--- config.mk ---
export PLATFORM = sky130hd
export DESIGN_NAME = kmap_sweep_driver
export DESIGN_NICKNAME = d
export VERILOG_FILES = /design/src/rtl/kmap_sweep_driver.sv
export SDC_FILE = /design/constraint.sdc
export NUM_CORES = 1
export LEC_CHECK = 0
export CAP_MARGIN = 40
export CORE_MARGIN = 3
export CORE_UTILIZATION = 48
export CTS_CLUSTER_DIAMETER = 60
export DETAILED_ROUTE_END_ITERATION = 8
export PLACE_DENSITY = 0.75
export SLEW_MARGIN = 0
export SYNTH_ARGS = -nofsm -noshare
export SYNTH_HDL_FRONTEND = slang
export SYNTH_SLANG_ARGS = --single-unit
--- constraint.sdc ---
create_clock -name clk -period 1.5 [get_ports clk]
set_clock_uncertainty 0.1 [all_clocks]
set_input_delay 0.45 -clock clk [delete_from_list [all_inputs] [get_ports clk]]
set_output_delay 0.45 -clock clk [all_outputs]
set_load 0.05 [all_outputs]
--- src/rtl/kmap_sweep_driver.sv ---
// rtl/kmap_sweep_driver.sv - self-timed 16-step a/b/c/d sweep that captures f into a truth table.
// Optional result check against EXPECT is compiled in with SWEEP_CHECK_EN.
module kmap_sweep_driver #(
  parameter int          DWELL  = 20,
  parameter logic [15:0] EXPECT = 16'h0000
) (
  input  logic        clk,
  input  logic        rst_n,
  input  logic        start,
  input  logic        f,
  output logic        a,
  output logic        b,
  output logic        c,
  output logic        d,
  output logic        busy,
  output logic        done,
  output logic [15:0] tt
`ifdef SWEEP_CHECK_EN
  ,
  output logic        pass,
  output logic [3:0]  first_fail
`endif
);

  localparam int             CW   = $clog2(DWELL + 1);
  localparam logic [CW-1:0]  LAST = CW'(DWELL - 1);

  typedef enum logic [1:0] {
    ST_IDLE  = 2'd0,
    ST_DRIVE = 2'd1,
    ST_DONE  = 2'd2
  } state_t;

  state_t         state_q, state_d;
  logic [3:0]     idx_q, idx_d;
  logic [CW-1:0]  cnt_q, cnt_d;
  logic [15:0]    tt_q, tt_d;
  logic [15:0]    tt_smp;

`ifdef SWEEP_CHECK_EN
  logic           pass_q, pass_d;
  logic [3:0]     ff_q, ff_d;
  logic [15:0]    mism;
  logic [3:0]     ff_calc;
`endif

  // idx returns to 0 outside DRIVE, so it can drive the stimulus pins directly.
  assign {a, b, c, d} = idx_q;
  assign busy         = (state_q == ST_DRIVE);
  assign done         = (state_q == ST_DONE);
  assign tt           = tt_q;

  always_comb begin
    tt_smp        = tt_q;
    tt_smp[idx_q] = f;
  end

`ifdef SWEEP_CHECK_EN
  assign pass       = pass_q;
  assign first_fail = ff_q;
  assign mism       = tt_smp ^ EXPECT;

  // Scan downward so the lowest mismatching index is the one left standing.
  always_comb begin
    ff_calc = 4'd0;
    for (int i = 15; i >= 0; i--) begin
      if (mism[i]) ff_calc = 4'(i);
    end
  end
`else
  logic unused_expect;
  assign unused_expect = ^EXPECT;
`endif

  always_comb begin
    state_d = state_q;
    idx_d   = idx_q;
    cnt_d   = cnt_q;
    tt_d    = tt_q;
`ifdef SWEEP_CHECK_EN
    pass_d  = pass_q;
    ff_d    = ff_q;
`endif
    case (state_q)
      ST_IDLE: begin
        if (start) begin
          state_d = ST_DRIVE;
          idx_d   = 4'd0;
          cnt_d   = '0;
          tt_d    = 16'h0000;
`ifdef SWEEP_CHECK_EN
          pass_d  = 1'b0;
          ff_d    = 4'd0;
`endif
        end
      end
      ST_DRIVE: begin
        if (cnt_q == LAST) begin
          cnt_d = '0;
          tt_d  = tt_smp;
          if (idx_q == 4'd15) begin
            state_d = ST_DONE;
            idx_d   = 4'd0;
`ifdef SWEEP_CHECK_EN
            pass_d  = (mism == 16'h0000);
            ff_d    = ff_calc;
`endif
          end else begin
            idx_d = idx_q + 4'd1;
          end
        end else begin
          cnt_d = cnt_q + 1'b1;
        end
      end
      ST_DONE: begin
        state_d = ST_IDLE;
      end
      default: begin
        state_d = ST_IDLE;
        idx_d   = 4'd0;
        cnt_d   = '0;
      end
    endcase
  end

  always_ff @(posedge clk or negedge rst_n) begin
    if (!rst_n) begin
      state_q <= ST_IDLE;
      idx_q   <= 4'd0;
      cnt_q   <= '0;
      tt_q    <= 16'h0000;
`ifdef SWEEP_CHECK_EN
      pass_q  <= 1'b0;
      ff_q    <= 4'd0;
`endif
    end else begin
      state_q <= state_d;
      idx_q   <= idx_d;
      cnt_q   <= cnt_d;
      tt_q    <= tt_d;
`ifdef SWEEP_CHECK_EN
      pass_q  <= pass_d;
      ff_q    <= ff_d;
`endif
    end
  end

endmodule

==> run summary <==
GLOBAL ROUTE
----------------------------------------------------------------------------------------------------
Aggregate global routing overflow                                                                  0
Antenna violations before repair                                                                   0
Aggregate global-route resource usage                                                          29.9%
Number of global-route vias before repair                                                       1955
Largest net degree at the start of global routing                                                 28
Wire length of the first global-routing pass                                                 9790 µm

LAYOUT
----------------------------------------------------------------------------------------------------
Most frequent standard cell in the layout excluding fill and tap cells                         buf_4
Final non-filler cell area                                                                  2890 µm²
Number of inserted diodes                                                                          0
Number of filler cells placed in the layout                                                      152
Share of post-route cells with drive strength above 1                                          51.2%
Commonest cells after routing, fill and taps aside                                      51 x buf_4, 45 x nand3_1, 24 x buf_12
Net count reported at finish                                                                     268
Area Growth Syn to Fin                                                                         68.1%

SYNTH
----------------------------------------------------------------------------------------------------
Mux cell area share after synthesis                                                            1.16%
Mean post-synth cell area                                                                   9.50 µm²
Adder and majority gate portion of the synthesized area                                        3.64%
Parity-gate share of the synthesized area counting xor and xnor cells                             0%
Post-synth EDFFs                                                                                   0
Number of distinct library cells after synthesis                                                  40
Share of Yosys cell area claimed by the top area cell type                                     39.3%
Synthesis Warnings                                                                                 0
Post-synth design cell area                                                                 1720 µm²
Post-synthesis sequential element count                                                           27
Sequential share of the synthesized area                                                       39.3%
Biggest area consumer among synthesized cells                                                dfrtp_1
Ranking of synthesized cells by area                                                    dfrtp_1 39%, nand3_1 14%, o211ai_2 8.0%
Synth async-reset ratio                                                                         100%
Flip-flop cell with the highest count after synthesis                                        dfrtp_1
Dominant combinational cell family by area after synthesis                              simple AND/OR/NAND/NOR gates
Cells after Synth                                                                                181
Fraction of the mapped netlist area in compound gates                                          19.6%
Number of nets produced by synthesis                                                             190
Simple-gate share of the synthesized area                                                      29.0%

CLOCK TREE
----------------------------------------------------------------------------------------------------
Clock tree from TritonCTS                                                                       done
Number of clock buffers inserted by TritonCTS                                                      3
Clock-pin slew reported for the worst setup and hold paths after clock tree synthesis        0.16 ns
Clk buf depth                                                                                      2
Deepest level of the CTS H-tree                                                                    1
Clock root buffer                                                                           clkbuf_4
Sinks on the clock net                                                                            27
Hold_buf cts                                                                                       0
Clock network latency to the later pin of the worst-skew pair                                0.35 ns

WORST SETUP PATH
----------------------------------------------------------------------------------------------------
CP Data Required Time                                                                        1.63 ns
Biggest fanout along the worst timing path                                                         8
Type of element launching the critical path                                                 register
Worst Path Class, Setup                                                                 register to register
Critical path startpoint                                                                state_q[1]$_DFFE_PN0P_
Slowest cell on the critical path                                                            dfrtp_1
Worst stage delay on the critical path                                                       0.43 ns
Cell family with the largest share of critical-path delay                               simple AND/OR/NAND/NOR gates
WP buf/inv                                                                                         3
CP endpoint kind                                                                            register
Worst-path cell chain                                                                   buf_6 > buf_4 > or3b_4 > buf_12 > o211ai_1 > nand3_1
RR Startpoint                                                                           state_q[1]$_DFFE_PN0P_
Worst EP arrival                                                                             1.87 ns

TIMING
----------------------------------------------------------------------------------------------------
Final slew viol count                                                                              0
Setup slack after layout                                                                   -0.239 ns
Setup-failing EPs final                                                                           40
Crit share post-route                                                                           116%
Clock period minus worst slack                                                               1.74 ns
Highest clock rate                                                                           575 MHz
Setup_tns                                                                                   -3.68 ns
Slew margin rel.                                                                               67.3%
Setup repair after global routing missed its margin                                              yes
Final Hold Fails                                                                                   0
Slew at the pin with the worst max-slew slack                                               0.489 ns

FLOW RUN
----------------------------------------------------------------------------------------------------
Max-capacitance violation count                                                                    0

ROUTE
----------------------------------------------------------------------------------------------------
Starting DRT DRC Count                                                                           286
Count of TritonRoute iterations in the first routing pass                                          5
Via density per instance                                                                        6.67
Via Count                                                                                       2028
Average wire per standard cell                                                               21.9 µm
Post-DRT Antenna Nets                                                                              0
Routed wire length                                                                           6660 µm
Number of remaining DRC errors                                                                     0

PLACED DESIGN
----------------------------------------------------------------------------------------------------
Total placed instance area                                                                  2410 µm²
Final HPWL from detailed placement                                                           3380 µm
Final Wtd Congestion                                                                           0.869
Port Buf Inserts                                                                                  25

DIE
----------------------------------------------------------------------------------------------------
Die boundary height                                                                          65.8 µm
Die outline area                                                                            4340 µm²
Number of core rows                                                                               21
Effective utilization at floorplan                                                             50.7%
Io pins                                                                                           26
Floorplan core area                                                                         3390 µm²
Chip Width                                                                                   65.8 µm

PWR
----------------------------------------------------------------------------------------------------
Leakage component of the power                                                               1.27 nW
Final Power                                                                                  5.60 mW
Ratio of total power to cell area                                                        1940 nW/µm²
Maximum vdd drop                                                                           0.00117 V

WORST HOLD PATH
----------------------------------------------------------------------------------------------------
HP Class                                                                                input pin to asynchronous set/reset pin

OUTCOME
----------------------------------------------------------------------------------------------------
Violated checks                                                                         negative setup slack
Run status                                                                              finished with violations

==> stage by stage <==
step,hold WS (ns),std cells,util [%],setup WS (ns)
2_1_floorplan,0.0544,181,-,-0.0809
3_3_place_gp,0.446,262,71.0,-0.429
3_5_place_dp,0.453,262,71.0,-0.472
4_1_cts,0.341,296,81.0,-0.204
5_1_grt,0.338,304,85.3,-0.273
6_report,0.334,304,85.3,-0.239
==> registers in the layout (all words and copies together) (netlist names) <==
signal / cells
tt: 16
cnt_q: 5
idx_q: 4
state_q: 2
==> layout make-up <==
class / count / area (µm²) / share of cell area [%]
multi-input cells: 127 / 1050 / 36.5
repair buffers: 89 / 1020 / 35.4
flip-flops and latches: 27 / 682 / 23.6
well taps: 46 / 57.6 / 1.99
inverters: 11 / 43.8 / 1.52
clock buffers: 3 / 22.5 / 0.779
clock inverters: 1 / 7.51 / 0.260
==> worst reg2reg max path: cells and delay by family (launching register included) <==
kind	cells	cell delay [ns]
AOI/OAI and AO/OA	1	0.11
buffers and inverters	3	0.42
DFF	1	0.43
and+or+nand+nor	2	0.56
==> cell families (layout without fill, tap and decap cells) <==
kind of cell | Yosys count | count (layout)
AOI/OAI and AO/OA | 36 | 36
adders and majority gates | 5 | 5
buffers and inverters | 27 | 104
DFF | 27 | 27
muxes | 2 | 2
and+or+nand+nor | 84 | 84
==> timing repair <==
action / in CTS / in global routing
setup endpoints to repair: 46 / 48
buffers inserted: 28 / 7
cloned: 2 / 1
pin swaps: 4 / 27
resized for setup: 22 / 17
==> synthesized netlist by cell type (2+ instances only) <==
cell type  instances
mux2i_1            2
o211ai_1           6
ha_1               5
nand2b_1           3
and4b_1            4
dfrtp_1           27
nand3b_1           8
nor2_1             2
o311ai_0           2
a211o_1            4
clkbuf_1           4
nor2b_1            4
inv_1             11
buf_2             10
nand4_1            5
o21ai_0            2
o211ai_2          11
nand3_1           48
nand2_1            2
==> metal layers <==
metal / global-route usage [%] / wire length, µm
met5: 0 / 0
met4: 16.6 / 324
met1: 35.1 / 2400
met2: 51.2 / 3280
met3: 5.44 / 658
==> report_power, final <==
part	total (mW)	internal, mW	switching (mW)
Clock	0.353	0.103	0.250
Sequential	1.24	0.971	0.271
Combinational	4.00	1.92	2.08
Total	5.60	3.00	2.60
==> path summary, 6_finish.rpt <==
| kind | depth (start not counted) | slack, ns | endpoint |
|---|---|---|---|
| hold / removal | 2 | 0.33 | cnt_q[3]$_DFFE_PN0P_ |
| setup / recovery | 6 | -0.24 | tt[1]$_DFFE_PN0P_ |
| setup reg to reg | 6 | -0.24 | tt[1]$_DFFE_PN0P_ |
| max in group asynchronous | 2 | 0.79 | idx_q[2]$_DFFE_PN0P_ |
| min in group clk | 2 | 0.49 | cnt_q[3]$_DFFE_PN0P_ |
| hold reg to reg | 2 | 0.49 | cnt_q[3]$_DFFE_PN0P_ |
Note: power is estimated with default switching activity, not from simulation.
